`src/rtl/rx_uart_gen_pkg.sv`:
```
// rx_uart_gen shared types: one-hot receiver states
// and the three-sample majority vote.
package rx_uart_gen_pkg;

  localparam int unsigned ST_IDLE   = 0;
  localparam int unsigned ST_START  = 1;
  localparam int unsigned ST_DATA   = 2;
  localparam int unsigned ST_PARITY = 3;
  localparam int unsigned ST_STOP   = 4;

  typedef enum logic [4:0] {
    S_IDLE   = 5'b00001,
    S_START  = 5'b00010,
    S_DATA   = 5'b00100,
    S_PARITY = 5'b01000,
    S_STOP   = 5'b10000
  } state_t;

  function automatic logic majority3(
    input logic [2:0] v
  );
    return (v[0] & v[1]) |
           (v[0] & v[2]) |
           (v[1] & v[2]);
  endfunction

endpackage

```
`src/rtl/rx_uart_sampler.sv`:
```
// rx line conditioning: two-flop synchroniser and a
// tick-gated 3-sample history voted by majority.
module rx_uart_sampler (
  input  logic clock,
  input  logic reset,
  input  logic rx_i,
  input  logic s_tick_i,
  output logic rx_sync_o,
  output logic maj_o
);
  import rx_uart_gen_pkg::*;

  logic [1:0] sync_q;
  logic [1:0] sync_d;
  logic [2:0] hist_q;
  logic [2:0] hist_d;

  assign sync_d = {sync_q[0], rx_i};

  // Synchroniser resets to the idle-high line level
  always_ff @(posedge clock) begin
    if (reset) begin
      sync_q <= 2'b11;
    end else begin
      sync_q <= sync_d;
    end
  end

  // History advances only on oversampling ticks
  always_comb begin
    hist_d = hist_q;
    if (s_tick_i) begin
      hist_d = {hist_q[1:0], sync_q[1]};
    end
  end

  // History register, idle-high after reset
  always_ff @(posedge clock) begin
    if (reset) begin
      hist_q <= 3'b111;
    end else begin
      hist_q <= hist_d;
    end
  end

  assign rx_sync_o = sync_q[1];
  assign maj_o     = majority3(hist_q);

endmodule

```
`src/rtl/rx_uart_gen.sv`:
```
// Parametrised UART receiver with valid/ready output.
// RX_UART_GEN_PARITY_EN adds a parity bit and check.
module rx_uart_gen #(
  parameter int N_DATA     = 8,
  parameter int OVERSAMPLE = 16,
  parameter int N_STOP     = 1,
  parameter int PARITY_ODD = 0
) (
  input  logic              clock,
  input  logic              reset,
  input  logic              rx,
  input  logic              s_tick,
  output logic [N_DATA-1:0] dout,
  output logic              dout_valid,
  input  logic              dout_ready,
  output logic              frame_err,
  output logic              parity_err,
  output logic              overrun_err,
  output logic              rx_busy
);
  import rx_uart_gen_pkg::*;

  localparam int TW = $clog2(OVERSAMPLE);
  localparam int BW = $clog2(N_DATA + 1);

  localparam logic [TW-1:0] T_HALF =
    TW'(OVERSAMPLE / 2 - 1);
  localparam logic [TW-1:0] T_LAST =
    TW'(OVERSAMPLE - 1);
  localparam logic [BW-1:0] B_DLAST =
    BW'(N_DATA - 1);
  localparam logic [BW-1:0] B_SLAST =
    BW'(N_STOP - 1);

  if (N_DATA < 5 || N_DATA > 9 ||
      OVERSAMPLE < 8 || OVERSAMPLE > 32 ||
      (OVERSAMPLE % 2) != 0 ||
      (N_STOP != 1 && N_STOP != 2) ||
      (PARITY_ODD != 0 && PARITY_ODD != 1))
  begin : g_bad_cfg
    $error("rx_uart_gen: bad parameters");
  end

  logic rx_sync;
  logic maj;

  rx_uart_sampler u_sampler (
    .clock     (clock),
    .reset     (reset),
    .rx_i      (rx),
    .s_tick_i  (s_tick),
    .rx_sync_o (rx_sync),
    .maj_o     (maj)
  );

  state_t            state_q;
  state_t            state_d;
  logic [TW-1:0]     tick_q;
  logic [TW-1:0]     tick_d;
  logic [BW-1:0]     bit_q;
  logic [BW-1:0]     bit_d;
  logic [N_DATA-1:0] shreg_q;
  logic [N_DATA-1:0] shreg_d;
  logic              ferr_q;
  logic              ferr_d;
  logic              done;

  logic [N_DATA-1:0] dout_q;
  logic [N_DATA-1:0] dout_d;
  logic              valid_q;
  logic              valid_d;
  logic              fe_q;
  logic              fe_d;
  logic              ov_q;
  logic              ov_d;

`ifdef RX_UART_GEN_PARITY_EN
  logic perr_q;
  logic perr_d;
  logic pe_q;
  logic pe_d;
  logic par_exp;

  assign par_exp = (^shreg_q) ^ (PARITY_ODD != 0);
`endif

  // Next state, counters, shifter and frame completion
  always_comb begin
    state_d = state_q;
    tick_d  = tick_q;
    bit_d   = bit_q;
    shreg_d = shreg_q;
    ferr_d  = ferr_q;
    done    = 1'b0;
`ifdef RX_UART_GEN_PARITY_EN
    perr_d  = perr_q;
    pe_d    = 1'b0;
`endif
    dout_d  = dout_q;
    valid_d = valid_q & ~dout_ready;
    fe_d    = 1'b0;
    ov_d    = 1'b0;

    unique case (1'b1)
      state_q[ST_IDLE]: begin
        if (!rx_sync) begin
          tick_d  = '0;
          state_d = S_START;
        end
      end
      state_q[ST_START]: begin
        if (s_tick) begin
          if (tick_q == T_HALF) begin
            if (!maj) begin
              tick_d  = '0;
              bit_d   = '0;
              ferr_d  = 1'b0;
`ifdef RX_UART_GEN_PARITY_EN
              perr_d  = 1'b0;
`endif
              state_d = S_DATA;
            end else begin
              state_d = S_IDLE;
            end
          end else begin
            tick_d = tick_q + 1'b1;
          end
        end
      end
      state_q[ST_DATA]: begin
        if (s_tick) begin
          if (tick_q == T_LAST) begin
            tick_d  = '0;
            shreg_d = {maj, shreg_q[N_DATA-1:1]};
            if (bit_q == B_DLAST) begin
              bit_d   = '0;
`ifdef RX_UART_GEN_PARITY_EN
              state_d = S_PARITY;
`else
              state_d = S_STOP;
`endif
            end else begin
              bit_d = bit_q + 1'b1;
            end
          end else begin
            tick_d = tick_q + 1'b1;
          end
        end
      end
`ifdef RX_UART_GEN_PARITY_EN
      state_q[ST_PARITY]: begin
        if (s_tick) begin
          if (tick_q == T_LAST) begin
            tick_d  = '0;
            bit_d   = '0;
            perr_d  = (maj != par_exp);
            state_d = S_STOP;
          end else begin
            tick_d = tick_q + 1'b1;
          end
        end
      end
`endif
      state_q[ST_STOP]: begin
        if (s_tick) begin
          if (tick_q == T_LAST) begin
            tick_d = '0;
            ferr_d = ferr_q | ~maj;
            if (bit_q == B_SLAST) begin
              bit_d   = '0;
              done    = 1'b1;
              state_d = S_IDLE;
            end else begin
              bit_d = bit_q + 1'b1;
            end
          end else begin
            tick_d = tick_q + 1'b1;
          end
        end
      end
      default: begin
        state_d = S_IDLE;
        tick_d  = '0;
        bit_d   = '0;
      end
    endcase

    if (done) begin
      if (ferr_d) begin
        fe_d = 1'b1;
      end else if (!valid_q || dout_ready) begin
        dout_d  = shreg_q;
        valid_d = 1'b1;
`ifdef RX_UART_GEN_PARITY_EN
        pe_d    = perr_q;
`endif
      end else begin
        ov_d = 1'b1;
      end
    end
  end

  // Receiver state and datapath registers
  always_ff @(posedge clock) begin
    if (reset) begin
      state_q <= S_IDLE;
      tick_q  <= '0;
      bit_q   <= '0;
      shreg_q <= '0;
      ferr_q  <= 1'b0;
    end else begin
      state_q <= state_d;
      tick_q  <= tick_d;
      bit_q   <= bit_d;
      shreg_q <= shreg_d;
      ferr_q  <= ferr_d;
    end
  end

  // Holding register and one-cycle error pulses
  always_ff @(posedge clock) begin
    if (reset) begin
      dout_q  <= '0;
      valid_q <= 1'b0;
      fe_q    <= 1'b0;
      ov_q    <= 1'b0;
    end else begin
      dout_q  <= dout_d;
      valid_q <= valid_d;
      fe_q    <= fe_d;
      ov_q    <= ov_d;
    end
  end

`ifdef RX_UART_GEN_PARITY_EN
  // Parity flag and its reporting pulse
  always_ff @(posedge clock) begin
    if (reset) begin
      perr_q <= 1'b0;
      pe_q   <= 1'b0;
    end else begin
      perr_q <= perr_d;
      pe_q   <= pe_d;
    end
  end

  assign parity_err = pe_q;
`else
  assign parity_err = 1'b0;
`endif

  assign dout        = dout_q;
  assign dout_valid  = valid_q;
  assign frame_err   = fe_q;
  assign overrun_err = ov_q;
  assign rx_busy     = ~state_q[ST_IDLE];

endmodule

```
`config.mk`:
```
export PLATFORM = sky130hd
export DESIGN_NAME = rx_uart_gen
export DESIGN_NICKNAME = d
export VERILOG_FILES = /design/src/rtl/rx_uart_gen_pkg.sv /design/src/rtl/rx_uart_sampler.sv /design/src/rtl/rx_uart_gen.sv
export SDC_FILE = /design/constraint.sdc
export NUM_CORES = 1
export LEC_CHECK = 0
export ABC_AREA = 1
export BUFFER_PORTS_ARGS = -buffer_cell sky130_fd_sc_hd__buf_4
export CORE_AREA = 2 2 76 85
export CTS_BUF_LIST = sky130_fd_sc_hd__clkbuf_8
export CTS_CLUSTER_SIZE = 10
export DETAILED_ROUTE_END_ITERATION = 10
export DIE_AREA = 0 0 78 87
export GPL_TIMING_DRIVEN = 0
export PLACE_DENSITY = 0.45
export SLEW_MARGIN = 10
export SYNTH_ARGS = -nofsm -noshare
export SYNTH_HDL_FRONTEND = slang
export SYNTH_SLANG_ARGS = --single-unit
```
`constraint.sdc`:
```
create_clock -name clock -period 2.5 [get_ports clock]
set_clock_uncertainty 0.1 [all_clocks]
set_input_delay 0.125 -clock clock [delete_from_list [all_inputs] [get_ports clock]]
set_output_delay 0.125 -clock clock [all_outputs]
set_load 0.05 [all_outputs]
```
==> out/results.tsv, run 1 <==
metric	value	unit
run status	complete, no violations	
Least-Margin Pin Slew	0.5222	ns
RePlAce Congestion	0.7720	
Worst-path clk slew	0.07	ns
starting density of the core	0.2871	
worst-path cell chain	ha_1 > nand2_1 > nor2_1 > o21ai_1 > nor2_4 > nand2_1 > o21ai_0 > nor2_1	
Primary FF master, synth	dfxtp_1	
die width	78	um
Max FO, Critical Path	7	
vias post-DR	1499	
pwr dens	568.4	nW/um2
post-synthesis mux area share	0	
PortBufs	15	
Warnings, synthesis	0	
# diodes	0	
slowest stage delay, CP	0.37	ns
dpl cell area	1937	um2
PostCTS Resize Cnt	0	
switching power	263.4	uW
vias in the first global route	1397	
most frequent cell after synthesis	nand2_1	
Synth top cells by count	nand2_1, inv_1, dfxtp_1, nor2_1, a21oi_1	
number of synthesized register bits	37	
synth top area cells	dfxtp_1, nand2_1, inv_1, a21oi_1, nand3_1	
Congestion Overflow GR	0	
via/cell ratio	4.283	
final WL	3.633	mm
Logic pwr share	0.067	
total track usage	0.1204	
DP Wirelength	2.628	mm
Worst EP arrival	1.80	ns
global-route wire length before repair	6.458	mm
Critical path buffers and inverters	0	
Max Clock Freq	574.5	MHz
post-synth top area share	0.4296	
startpoint type of the worst setup path	flip-flop	
Pins Over Slew Limit	0	
Clk network pwr share	0.420	
Clock Path Buffers	2	
CP required	2.56	ns
Final Hold Fails	0	
TritonRoute pass-1 iters	4	
Tmin final	1.741	ns
area added between synthesis and finish	20.68	%
row count	30	
fill cell count	682	
clk_lat worst skew	0.29	ns
ANT nets after route	0	
maximum number of pins on one net before global-route repair	12	
Worst Hold Class	flip-flop to flip-flop	
Flop pwr share	0.513	
fin crit share	0.6963	
largest family of logic cells by synthesized area	simple AND/OR/NAND/NOR gates	
Post-CTS Repair Setup Buffers	0	
layout cells sized above 1	0.1556	
CP endpoint kind	flip-flop	
Mapped Nets	252	
NumNets Final	278	
RSZ-0062 raised after global routing	no	
leading area contributor after synthesis	dfxtp_1	
sw frac	0.2227	
P_leak	0.0009209	uW
sequential area share after synthesis	0.4296	
core area	6006	um2
Int Power	919.3	uW
total CTS buffers	5	
compound-gate portion of the synthesized area	0.1335	
Setup violations, final	0	
# hold bufs at CTS	4	
max-cap violations	0	
initial antenna violation count	0	
Avg Inst Size Synth	7.066	um2
WS Path Type	flip-flop to flip-flop	
Post-Synth Simple-Gate Area	0.2903	
adder-cell share of the synthesized area	0.02177	
cells after synthesis	244	
Slew HR	0.6519	
Root Driver	clkbuf_8	
Non-Filler Cell Area, Final	2081	um2
CTS tree	built	
Die Y	87	um
die area	6786	um2
number of remaining DRC errors	0	
Distinct cells, synth	27	
Post-synth EDFFs	0	
worst vdd ir	0.0002053	V
Mapped Area	1724	um2
CTS sink count	37	
CP top delay family	simple AND/OR/NAND/NOR gates	
1st-iter DRT viols	64	
DR WL/cell	10.38	um
post-synthesis async set-or-reset flop share	0	
Synth Area in XOR/XNOR	0.005080	
setup TNS	0	ns
CP max stage cell	dfxtp_1	
num ports	18	
H-tree Lvls	2	
-- logic make-up after synthesis --
kind of cell / count (synthesis)
adder cells (fa/ha/maj): 3
buffers and inverters: 51
other: 1
XOR/XNOR: 1
flip-flops: 37
AND/OR/NAND/NOR: 108
AO/OA/AOI/OAI: 43
-- power groups by stage --
stage               logic, uW  clock network (uW)  registers (uW)
global route             90.8                 537             609
floorplan                56.6                   0             619
CTS                      80.1                 518             607
finish                   79.3                 496             607
global placement         74.7                   0             621
detailed placement       74.6                   0             621
-- cells in the final DEF (no fill, tap or decap), types with 2 or more instances in the layout --
master	count
dfxtp_1	37
or2_2	3
nand2_2	3
a21oi_1	21
nand3_1	18
nand2_1	48
buf_4	18
dlygate4sd3_1	4
nand4_2	2
nor2_2	3
o21ai_1	2
o21ai_0	15
nor3_2	2
ha_1	3
clkbuf_8	5
buf_1	4
nor3_1	2
nor2_1	24
nor2_4	2
inv_1	43
-- registers in the layout (all words and copies together) (netlist names), 2 cells and up --
signal / flops
u_sampler.sync_q: 2
tick_q: 4
shreg_q: 8
dout: 8
state_q: 4
bit_q: 4
u_sampler.hist_q: 3
-- final cells by class --
class                           instances  area (um2)  share of cell area
Buffer                                  7       37.54             0.01804
Tap cell                               80       100.1             0.04811
Inverter                               44       165.2             0.07937
Clock buffer                            5       68.82             0.03307
Timing Repair Buffer                   19       152.6             0.07336
Multi-Input combinational cell        156       780.7              0.3752
Clock inverter                          2       35.03             0.01684
Sequential cell                        37       740.7              0.3560
-- path summary, 6_finish.rpt --
check	start	end	slack [ns]	cells after the start
min reg2reg	u_sampler.sync_q[0]	u_sampler.sync_q[1]	0.31	1
max	tick_q[0]	bit_q[1]	0.76	8
min	u_sampler.sync_q[0]	u_sampler.sync_q[1]	0.31	1
max reg2reg	tick_q[0]	bit_q[1]	0.76	8
-- per-layer routing --
layer,GRT usage,part of all wire
met1,0.1556,0.50
met2,0.1951,0.46
met3,0.02178,0.030
met4,0.05742,0.017
met5,0,0
-- per-stage QoR --
stage          instances  setup WS (ns)    util  total power, uW  hold slack, ns
2_1_floorplan        244         0.9949       -            675.7          0.1288
3_3_place_gp         339         0.7343  0.3225            695.5          0.2162
4_1_cts              350         0.7159  0.3465             1205          0.3215
3_5_place_dp         339         0.7398  0.3225            695.5          0.2153
5_1_grt              350         0.5369  0.3465             1236          0.3336
6_report             350         0.7593  0.3465             1183          0.3143
Note: power is estimated with default switching activity, not from simulation.
==> run 2, diff against run 1 <==
Settings changed: ABC_AREA 1 to 0, CORE_AREA 2 2 76 85 to 2 2 75 84, DIE_AREA 0 0 78 87 to 0 0 77 86.
Clock period 2.5 ns to 1.7 ns, I/O delays scaled along.
==> out/results.tsv, run 2 <==
metric	value	unit
Post-Synth Simple-Gate Area	0.2659	
placed cells	288	
Max FO, Critical Path	7	
Setup violations, final	7	
leading cell types in the layout, fill and taps excluded	dfxtp_1, buf_4, a21oi_1, nand2_1, nand3_1	
Final Worst Setup Slack	-0.2533	ns
Avg Inst Size Synth	8.522	um2
final WL	4.085	mm
RSZ-0062 raised after global routing	yes	
Primary FF master, synth	dfxtp_1	
Die Y	86	um
CP top delay family	simple AND/OR/NAND/NOR gates	
RePlAce Congestion	0.7519	
Pins Over Slew Limit	0	
CP endpoint kind	flip-flop	
num ports	18	
Distinct cells, synth	43	
ANT nets after route	0	
fin crit share	1.149	
number of remaining DRC errors	0	
dpl cell area	1884	um2
initial antenna violation count	0	
starting density of the core	0.2914	
final hold slack	0.1370	ns
NumNets Final	237	
Worst-path clk slew	0.07	ns
DR WL/cell	13.31	um
Final Hold Fails	0	
failing checks	setup timing	
cells after synthesis	196	
final std cells w/o fill	307	
number of synthesized register bits	37	
CP required	1.82	ns
1st-iter DRT viols	35	
Worst Hold Class	primary input to flip-flop	
CTS sink count	37	
largest family of logic cells by synthesized area	simple AND/OR/NAND/NOR gates	
area added between synthesis and finish	30.41	%
maximum number of pins on one net before global-route repair	13	
most frequent cell after synthesis	dfxtp_1	
Warnings, synthesis	0	
Reg area	753.2	um2
PortBufs	15	
P_leak	0.0007860	uW
Slew HR	0.6418	
post-synthesis async set-or-reset flop share	0	
compound-gate portion of the synthesized area	0.1850	
via/cell ratio	4.873	
max-cap violations	0	
CP max stage cell	or4b_4	
post-synthesis mux area share	0.01798	
TritonRoute pass-1 iters	4	
Max Clock Freq	512.0	MHz
Least-Margin Pin Slew	0.5372	ns
commonest non-fill, non-tap cell in the layout	dfxtp_1	
clk_lat worst skew	0.29	ns
Post-synth EDFFs	0	
die width	77	um
run status	finished with violations	
Synth top cells by count	dfxtp_1, a21oi_1, nand2_1, nand3_1, o21ai_0	
pwr dens	745.0	nW/um2
# diodes	0	
vias post-DR	1496	
fill cell count	621	
startpoint type of the worst setup path	flip-flop	
Tmin final	1.953	ns
die area	6622	um2
Clock Path Buffers	2	
worst-path cell chain	or3_4 > a221o_2 > or4b_4 > a21oi_2	
synth top area cells	dfxtp_1, a21oi_1, nand3_1, nand2_1, o21ai_0	
Mapped Area	1670	um2
reg2reg setup slack	-0.25	ns
Critical path buffers and inverters	0	
Congestion Overflow GR	0	
H-tree Lvls	2	
overall power of the completed layout	1623	uW
worst vdd ir	0.0003723	V
Worst EP arrival	2.08	ns
DP Wirelength	2.702	mm
Synth Area in XOR/XNOR	0	
post-synth top area share	0.4434	
Non-Filler Cell Area, Final	2178	um2
multi-input logic area	918.4	um2
Root Driver	clkbuf_8	
row count	29	
leading area contributor after synthesis	dfxtp_1	
setup TNS	-1.154	ns
WS Path Type	flip-flop to flip-flop	
slowest stage delay, CP	0.53	ns
global-route wire length before repair	7.010	mm
core area	5733	um2
vias in the first global route	1494	
layout cells sized above 1	0.2739	
adder-cell share of the synthesized area	0.02921	
total track usage	0.1330	
total CTS buffers	5	
sequential area share after synthesis	0.4434	
Mapped Nets	204	
CTS tree	built	
==> run 2: cell count changes in the layout (fill, tap and decap cells not counted), moves of 5 or more <==
cell and delta:
inv_1 -36, nand2_1 -28, nor2_1 -20, buf_4 +10, clkbuf_1 +6, dfxtp_1 -6
nor2b_1 +5
==> run 2: kinds of logic (layout without fill, tap and decap cells) <==
family | Yosys count | after routing
other | 1 | 1
muxes | 3 | 3
and+or+nand+nor | 76 | 76
DFF | 37 | 37
buffers and inverters | 21 | 55
AOI/OAI and AO/OA | 54 | 54
adders and majority gates | 4 | 4
==> run 2: worst paths after layout <==
path | start | endpoint | depth (start not counted)
max reg2reg | state_q[2] | bit_q[0] | 4
min | s_tick | u_sampler.hist_q[1] | 3
max | state_q[2] | bit_q[0] | 4
min reg2reg | u_sampler.sync_q[0] | u_sampler.sync_q[1] | 1
==> run 2: through the flow <==
| stage | util | setup slack, ns |
|---|---|---|
| after floorplan | - | -0.1996 |
| after global placement | 0.3287 | -0.5389 |
| after detailed placement | 0.3287 | -0.5219 |
| after CTS | 0.3688 | -0.3341 |
| after global routing | 0.3800 | -0.3059 |
| final | 0.3800 | -0.2533 |
==> run 2: report_power, final <==
group,leakage (uW),internal (uW),total [uW],switching [uW]
sequential,0.000301,869,877,7.23
combinational,0.000433,37.3,91.9,54.6
clock,0.0000512,329,654,326
==> run 2: layout make-up <==
class | count | share of cell area
flip-flops and latches | 37 | 0.3458
repair buffers | 30 | 0.1091
clock buffers | 6 | 0.03791
well taps | 77 | 0.04423
inverters | 7 | 0.01206
multi-input cells | 138 | 0.4216
clock inverters | 2 | 0.006318
plain buffers | 10 | 0.02298
==> run 2: worst register-to-register path, cell delays in order, from the launching register on <==
cell	delay (ns)
dfxtp_4	0.35
or3_4	0.38
a221o_2	0.42
or4b_4	0.53
a21oi_2	0.12
==> run 2: repair_timing <==
item | CTS | global route
setup buffers | 10 | 2
resized for setup | 21 | 13
endpoints found under the setup margin | 28 | 17
endpoints found under the hold margin | 2 | 0
hold buffers | 2 | 0
pin swaps | 6 | 5
gates cloned | 0 | 1
==> run 2: per-layer routing <==
| layer | routed length, um | global-route usage |
|---|---|---|
| met1 | 1895 | 0.1586 |
| met2 | 2035 | 0.2329 |
| met3 | 110 | 0.03263 |
| met4 | 44 | 0.04870 |
| met5 | 0 | 0 |
==> run 3, diff against run 2 <==
--- a/config.mk
+++ b/config.mk
@@ -16,2 +16,3 @@
 export PLACE_DENSITY = 0.45
+export RECOVER_POWER = 50
 export SLEW_MARGIN = 10
==> constraint.sdc (replaced) <==
create_clock -name clock -period 1.7 [get_ports clock]
set_clock_uncertainty 0.1 [all_clocks]
set_input_delay 0.255 -clock clock [delete_from_list [all_inputs] [get_ports clock]]
set_output_delay 0.255 -clock clock [all_outputs]
set_load 0.05 [all_outputs]
==> out/results.tsv, run 3 (synthesis results as in run 2) <==
metric	value	unit
row count	29	
final WL	4.049	mm
R2R depth	4	
Worst EP arrival	2.08	ns
Die Y	86	um
fill cell count	638	
clk_lat worst skew	0.29	ns
placed cells	288	
Least-Margin Pin Slew	0.5982	ns
total track usage	0.1324	
CP top delay family	simple AND/OR/NAND/NOR gates	
CP max stage cell	or4b_4	
Place WS	-0.5219	ns
Pins Over Slew Limit	0	
leading cell types in the layout, fill and taps excluded	dfxtp_1, a21oi_1, nand2_1, clkbuf_1, nand3_1	
Critical path buffers and inverters	0	
Root Driver	clkbuf_8	
RSZ-0062 raised after global routing	yes	
PortBufs	15	
Int Power	1231	uW
TritonRoute pass-1 iters	4	
num ports	18	
core area	5733	um2
Logic pwr share	0.054	
maximum number of pins on one net before global-route repair	13	
H-tree Lvls	2	
WS Path Type	flip-flop to flip-flop	
Worst Hold Class	primary input to flip-flop	
sw frac	0.2394	
Worst Min Path Start	rx	
ANT nets after route	0	
pwr dens	766.1	nW/um2
Flop pwr share	0.541	
run status	finished with violations	
area added between synthesis and finish	26.52	%
Tmin final	1.955	ns
commonest non-fill, non-tap cell in the layout	dfxtp_1	
via/cell ratio	4.869	
vias in the first global route	1482	
# diodes	0	
CTS tree	built	
Worst R2R End	bit_q[0]	
RePlAce Congestion	0.7519	
Setup violations, final	7	
Final Hold Fails	0	
final std cells w/o fill	305	
1st-iter DRT viols	28	
die area	6622	um2
# hold bufs at CTS	0	
CP Launch Point	state_q[2]	
startpoint type of the worst setup path	flip-flop	
starting density of the core	0.2914	
global-route wire length before repair	6.969	mm
CP Depth	4	
P_leak	0.0007269	uW
crit path to	bit_q[0]	
worst r2r src	state_q[2]	
failing checks	setup timing	
slowest stage delay, CP	0.53	ns
number of remaining DRC errors	0	
initial antenna violation count	0	
Max FO, Critical Path	7	
Slew HR	0.6029	
Clk network pwr share	0.405	
die width	77	um
Congestion Overflow GR	0	
DP Wirelength	2.702	mm
Max Clock Freq	511.6	MHz
total CTS buffers	5	
CP required	1.82	ns
max-cap violations	0	
worst-path cell chain	or3_4 > a221o_2 > or4b_4 > a21oi_2	
layout cells sized above 1	0.2237	
Final Worst Setup Slack	-0.2546	ns
CP endpoint kind	flip-flop	
worst vdd ir	0.0003739	V
Worst-path clk slew	0.07	ns
switching power	387.6	uW
NumNets Final	235	
CTS sink count	37	
Clock Path Buffers	2	
reg2reg setup slack	-0.25	ns
DR WL/cell	13.28	um
fin crit share	1.150	
vias post-DR	1485	
==> run 3: cell types whose count changed in the layout (fill, tap and decap cells not counted) <==
cell           previous run  this run
buf_4                    28        16
clkbuf_1                  6        18
dlygate4sd3_1             2         0
==> run 3: how the worst min path moves through the flow <==
stage / endpoint / slack (ns) / cells past startpoint
after global placement: u_sampler.sync_q[1] / 0.29 / 1
final: u_sampler.sync_q[0] / 0.04 / 2
after detailed placement: u_sampler.sync_q[1] / 0.29 / 1
after global routing: u_sampler.sync_q[0] / 0.04 / 2
after floorplan: u_sampler.sync_q[0] / 0.26 / 1
after CTS: u_sampler.sync_q[0] / 0.04 / 2
==> run 3: timing repair <==
item / in CTS / in global routing
buffers inserted: 10 / 2
gates resized for setup: 21 / 13
endpoints found under the hold margin: 0 / 0
cloned: 0 / 1
pin swaps: 6 / 5
endpoints found under the setup margin: 28 / 17
==> run 3: routing by layer <==
layer	track usage	part of all wire	up-vias
met5	0	0	-
met4	0.04870	0.011	0
met3	0.03263	0.032	5
met2	0.2305	0.49	20
met1	0.1586	0.47	696
li1	-	-	764
==> run 3: through the flow <==
stage | util | cell area (um2) | setup TNS, ns | total power (uW) | hold WS [ns]
2_1_floorplan | - | 1675 | -0.8560 | 949.9 | 0.2588
3_3_place_gp | 0.3287 | 1884 | -9.082 | 976.0 | 0.2918
3_5_place_dp | 0.3287 | 1884 | -8.692 | 975.7 | 0.2950
4_1_cts | 0.3653 | 2095 | -1.242 | 1638 | 0.03885
5_1_grt | 0.3686 | 2113 | -2.375 | 1695 | 0.03846
6_report | 0.3686 | 2113 | -1.149 | 1619 | 0.04488
==> run 3: cell type report <==
class	count	area, um2	area share
Timing Repair Buffer	28	172.7	0.08171
Tap cell	77	96.34	0.04559
Buffer	10	50.05	0.02368
Clock inverter	2	13.76	0.006513
Inverter	7	26.28	0.01243
Multi-Input combinational cell	138	918.4	0.4346
Clock buffer	6	82.58	0.03908
Sequential cell	37	753.2	0.3564
==> run 3: worst register-to-register path: stages (launching register included) <==
cell and delay, ns:
dfxtp_4 0.35, or3_4 0.38, a221o_2 0.42, or4b_4 0.53, a21oi_2 0.12
==> run 3: power groups by stage <==
stage	sequential [uW]	clock (uW)	combinational, uW
after floorplan	897	0	53.0
after detailed placement	899	0	76.8
after global placement	899	0	76.9
after CTS	876	682	80.0
final	877	655	87.3
after global routing	878	721	96.2
